**config.mk**
```make
export PLATFORM = sky130hd
export DESIGN_NAME = pipe_reg_chain
export DESIGN_NICKNAME = d
export VERILOG_FILES = /design/src/rtl/pipe_reg_chain.sv
export SDC_FILE = /design/constraint.sdc
export NUM_CORES = 1
export LEC_CHECK = 0
export ABC_CLOCK_PERIOD_IN_PS = 3300
export CAP_MARGIN = 20
export CORE_ASPECT_RATIO = 0.9
export CORE_MARGIN = 2
export CORE_UTILIZATION = 40
export CTS_CLUSTER_DIAMETER = 80
export CTS_CLUSTER_SIZE = 25
export DETAILED_ROUTE_END_ITERATION = 16
export GPL_ROUTABILITY_DRIVEN = 0
export GPL_TIMING_DRIVEN = 0
export PLACE_DENSITY = 0.66
export SKIP_CTS_REPAIR_TIMING = 1
export SLEW_MARGIN = 20
export SYNTH_ARGS = -nofsm -noshare
export SYNTH_HDL_FRONTEND = slang
export SYNTH_SLANG_ARGS = --single-unit
```
**constraint.sdc**
```tcl
create_clock -name clk -period 3.3 [get_ports clk]
set_clock_uncertainty 0.1 [all_clocks]
set_input_delay 0.33 -clock clk [delete_from_list [all_inputs] [get_ports clk]]
set_output_delay 0.33 -clock clk [all_outputs]
set_load 0.03 [all_outputs]
```
**src/rtl/pipe_reg_chain.sv**
```systemverilog
// ---------------------------------------------------------------------------
// pipe_reg_chain
//   Parametrised pipeline delay line of DEPTH register stages, each holding a
//   valid bit and WIDTH bits of data. Stage 0 is the youngest and stage
//   DEPTH-1 is the oldest, which drives the outputs. The chain supports a
//   global stall (en=0) and a per-stage squash (flush_mask) for hazard and
//   branch handling. It also reports a registered count of the valid stages.
//
// Parameters
//   WIDTH      data bits per stage (>=1)
//   DEPTH      number of stages (>=1)
//   RESET_VAL  data value of an empty stage (after reset, squash or bubble)
//
// Ports
//   clk         rising-edge clock
//   rst         asynchronous, active-high reset
//   en          1 = shift the chain by one stage, 0 = hold every stage
//   in_valid    stage-0 input is real
//   in_data     stage-0 input data
//   flush_mask  bit i squashes the destination of stage i on this edge
//   out_valid   valid bit of the oldest stage
//   out_data    data of the oldest stage
//   occupancy   number of valid stages (0..DEPTH)
// ---------------------------------------------------------------------------
module pipe_reg_chain #(
  parameter int unsigned       WIDTH     = 32,
  parameter int unsigned       DEPTH     = 3,
  parameter logic [WIDTH-1:0]  RESET_VAL = '0
) (
  input  logic                        clk,
  input  logic                        rst,
  input  logic                        en,
  input  logic                        in_valid,
  input  logic [WIDTH-1:0]            in_data,
  input  logic [DEPTH-1:0]            flush_mask,
  output logic                        out_valid,
  output logic [WIDTH-1:0]            out_data,
  output logic [$clog2(DEPTH+1)-1:0]  occupancy
);

  localparam int unsigned OCC_W = $clog2(DEPTH + 1);

  logic [DEPTH-1:0]             valid_q;
  logic [DEPTH-1:0]             valid_d;
  logic [DEPTH-1:0]             shift_valid;
  logic [DEPTH-1:0][WIDTH-1:0]  data_q;
  logic [DEPTH-1:0][WIDTH-1:0]  data_d;
  logic [DEPTH-1:0][WIDTH-1:0]  shift_data;
  logic [OCC_W-1:0]             occ_q;
  logic [OCC_W-1:0]             occ_d;

  // Contents each stage would take if the chain advances. An invalid input
  // enters as a bubble so that empty stages always carry RESET_VAL.
  always_comb begin
    shift_valid    = '0;
    shift_data     = '0;
    shift_valid[0] = in_valid;
    shift_data[0]  = in_valid ? in_data : RESET_VAL;
    for (int i = 1; i < DEPTH; i++) begin
      shift_valid[i] = valid_q[i-1];
      shift_data[i]  = data_q[i-1];
    end
  end

  // Squash is applied on top of the advance/hold choice, so a masked stage
  // becomes a bubble whatever en says.
  always_comb begin
    valid_d = en ? shift_valid : valid_q;
    data_d  = en ? shift_data  : data_q;
    for (int i = 0; i < DEPTH; i++) begin
      if (flush_mask[i]) begin
        valid_d[i] = 1'b0;
        data_d[i]  = RESET_VAL;
      end
    end
  end

  // Count is taken from the next-state valids so the registered value lines
  // up with the stage registers written on the same edge.
  always_comb begin
    occ_d = '0;
    for (int i = 0; i < DEPTH; i++) begin
      occ_d = occ_d + OCC_W'(valid_d[i]);
    end
  end

  always_ff @(posedge clk or posedge rst) begin
    if (rst) begin
      valid_q <= '0;
      data_q  <= {DEPTH{RESET_VAL}};
      occ_q   <= '0;
    end else begin
      valid_q <= valid_d;
      data_q  <= data_d;
      occ_q   <= occ_d;
    end
  end

  assign out_valid = valid_q[DEPTH-1];
  assign out_data  = data_q[DEPTH-1];
  assign occupancy = occ_q;

endmodule

```
---- Yosys cells after proc, flatten, opt, wreduce, memory -nomap -nowiden ----
Cells that the tools add are included.
word-level totals
  register bits after elaboration ......... 101
  RAM bits ................................ 0
  input bits .............................. 39
  latch bits .............................. 0
  word-level logic and storage cells ...... 19
  bits in read-only memories .............. 0
  memories ................................ 0
operators by class
  $add $sub $neg .......................... 2
  multiply operators ...................... 0
  eq/ne operators ......................... 0
  reductions and logical operators ........ 3
  muxes and demuxes ....................... 9
  bitwise logic cells ..................... 0
  div/mod/pow operators ................... 0
  shift operators ......................... 0
  magnitude comparators ................... 0
operators with widths
  kind                number
  $mux W32            4
  $mux W96            1
  $reduce_bool A2 Y1  3
  $mux W1             3
  $mux W3             1
  $add A1 B1 Y2       1
  $add A2 B1 Y2       1

---- Logic depth before layout (Yosys ltp) ----
  depth after elaboration ................. 4
  mapped depth ............................ 6
  gate-level depth less buffers ........... 3

---- Least setup slack after synthesis ----
OpenSTA, ideal clock, no wires.
  path type ............................... input to register
  start ................................... input port en
  end ..................................... register occ_q[0] (netlist: occupancy[0])
  setup slack ............................. 1.641 ns
  path buffers ............................ 3
  arrival ................................. 1.423 ns
  cell stages on the path ................. 6
  data required time ...................... 3.064 ns
  cell sequence ........................... buf_6 -> buf_12 -> buf_12 -> mux2i_1 -> nor2_1 -> fa_1
on the way
  word-level cells in the longest chain between the ends .. 4
  elaborated cells on any way between the ends .. 6
ends and longest elaborated chain
  element               RTL line  text
  start, declared       32        input logic en,
  $mux W3               68        valid_d = en ? shift_valid : valid_q;
  $mux W1               71        if (flush_mask[i]) begin
  named net valid_d[0]  44        logic [DEPTH-1:0] valid_d;
  $add A1 B1 Y2         83        occ_d = occ_d + OCC_W'(valid_d[i]);
  $add A2 B1 Y2         83
  named net occ_d[0]    50        logic [OCC_W-1:0] occ_d;
  end signal, assigned  91        occ_q <= '0;
  end signal, assigned  95        occ_q <= occ_d;
  end, declared         49        logic [OCC_W-1:0] occ_q;
The timed path passes the listed nets, and every way through them passes these cells.
A chain may end at the register's enable or synchronous reset.

---- Worst setup path in the final report ----
  start ................................... register data_q, in the netlist out_data[26]
  end ..................................... output port out_data[26]
RTL lines
  element                 RTL line  text
  start, declared         46        logic [DEPTH-1:0][WIDTH-1:0] data_q;
  start signal, assigned  90        data_q <= {DEPTH{RESET_VAL}};
  start signal, assigned  94        data_q <= data_d;
  end, declared           37        output logic [WIDTH-1:0] out_data,
No word-level cell between the ends.

==> metrics.txt <==
commonest non-fill, non-tap cell in the layout=dfrtp_1; Netlist cell types=14; CTS tree=done; Die ar.=13000 um2; final setup vio count=0; crit path cell chain=buf_4, clkdlybuf4s50_1; Final Hold Viols=0; max_cap viols=0; Final #Nets=516; slowest cell on the critical path=clkdlybuf4s50_1; crit-path max cell delay=0.66 ns; Num Clock Sinks=101; syn nets=436; Final Slew Violations=0; Pleak=2.80 nW; first-pass GRT wire length=15.9 mm; antenna violations before repair=0; DRT iter0 DRCs=112; kind of critical path=reg2out; largest net degree at the start of global routing=58; routed vias=2990; pwr dens=442 nW/um2; min-delay src=in_valid; crit path max fanout=2; area grow syn2layout=25.4%; Synth Register Bits=101; Syn Inst Count=396; slew margin rel.=63.2%; Tot GR Track Use=15.7%; HPWL Detailed=6.63 mm; Critical Path Start Type=flip-flop; post-layout minimum cycle time=1.93 ns; Tcrit/Tclk final=58.6%; met3 Usage GRT=3.22%; remaining global-route overflow=0; Pre-antenna DRT Iters=4; CP Data Required Time=2.87 ns; Filler cells=1062; Core ar.=11900 um2; slew of the pin with the lowest slew margin=0.552 ns; Clock Latency Late Sink=0.34 ns; FF-to-FF End=occupancy[0]; WHS Endpoint=data_q[30]; Initial Util=40.6%; Pwr Total=0.00268 W; vias in the first global route=3149; Syn Std Cell Area=4840 um2; FF-to-FF Start=valid_q[0]; die width=120 um; fraction of layout cells with a size suffix above 1=28.3%; nature of the critical path endpoint=output pin; drt total wl=9.66 mm; CTS Buffer Depth=2; final core utilization=50.9%; CTS clk-pin slew, worst paths=0.07 ns; Top-Level Pins=74; H-tree depth=3; commonest cells after routing, fill and taps aside=dfrtp_1, clkdlybuf4s50_1, mux2i_1, nor2_1, buf_4; drt drc=0; RSZ-0062 raised after global routing=no; Worst path depth=2; outcome=finished clean; worst-case reg-to-reg path depth=3; die height=108 um; busiest grt layer=met2; synthesized area per cell=12.2 um2; Synthesis Warnings=0; Antenna Cells=0; Core Rows=38; TritonCTS Buffers=9; CTS Root Cell=clkbuf_16; kind of cell adding the most delay to the critical path=buffers and inverters; grt met2 use=26.5%; GR Util met1=20.4%; sequential share of the synthesized area=52.2%; antenna-violating nets left=0; Vias per Instance=4.66; Reg2Reg Setup Slack=2.02 ns; worst-case vdd ir drop=222 uV; WL/cell=15.1 um; Hold Path Depth=3; WP buf/inv=2; IO Port Bufs=68; Fmax=517 MHz; CP arrival=1.50 ns; worst hold path class=in2reg
## per-stage QoR
step	setup WS, ns	instances	TNS [ns]	hold slack, ns	area [um2]
2_1_floorplan	0.223	396	0	0.361	4840
3_3_place_gp	-1.25	624	-125.74	0.401	5720
3_5_place_dp	1.28	625	0	0.412	5760
4_1_cts	1.34	641	0	0.144	6070
5_1_grt	1.32	641	0	0.149	6070
6_report	1.37	641	0	0.151	6070
## where the power goes
part,total [W],internal (W),leakage [nW],switching (W)
clock,0.00111,0.000638,0.153,0.000477
combinational,0.000288,0.000135,1.25,0.000153
sequential,0.00128,0.00126,1.39,0.0000152
## cell type report
type	count	area (um2)	share of cell area [%]
plain buffers	63	569	9.37
clock buffers	11	253	4.16
clock inverters	5	63.8	1.05
inverters	1	8.76	0.144
multi-input cells	231	1740	28.7
flip-flops and latches	101	2530	41.6
well taps	160	200	3.30
repair buffers	69	708	11.7
## Yosys cell counts
master      n  area (um2)
nand3_2    32         320
dfrtp_1   101        2530
inv_1       1        3.75
buf_1       1        3.75
clkbuf_1    8        30.0
nor2_1     67         251
buf_6       2        22.5
a21oi_2    32         280
nand2b_1   32         200
buf_12     11         220
fa_1        1        20.0
mux2i_1    67         671
buf_2       6        30.0
buf_4      35         263
## logic make-up after synthesis
kind of cell | count (synthesis) | share of synthesized area (%)
compound gates | 32 | 5.79
fa+ha+maj | 1 | 0.413
buf+inv | 64 | 11.8
flops | 101 | 52.2
mux | 67 | 13.8
simple gates | 131 | 15.9
## worst register-to-register path, delay by kind of cell, from the launching register on
family        cells  cell delay (ns)
fa+ha+maj         1             0.48
flops             1             0.38
mux               1             0.12
simple gates      1             0.08
## sequential cells by signal (all words and copies together), names as in the netlist
signal	count
data_q	64
out_data	32
valid_q	3
occupancy	2
## worst max-delay path by stage
| stage | slack [ns] | from | to |
|---|---|---|---|
| after floorplan | 0.22 | rst | data_q[0] |
| after global placement | -1.25 | rst | out_data[24] |
| after detailed placement | 1.28 | flush_mask[2] | occupancy[0] |
| after CTS | 1.34 | out_data[26] | out_data[26] |
| after global routing | 1.32 | out_data[26] | out_data[26] |
| final | 1.37 | out_data[26] | out_data[26] |
## routing by layer
layer	wire length, um	vias up	share of wire (%)
li1	-	1433	-
met1	4640	1496	48
met2	4580	47	47
met3	285	14	3.0
met4	149	0	1.5
met5	0	-	0
No activity file was read; power rests on OpenSTA's default activity.
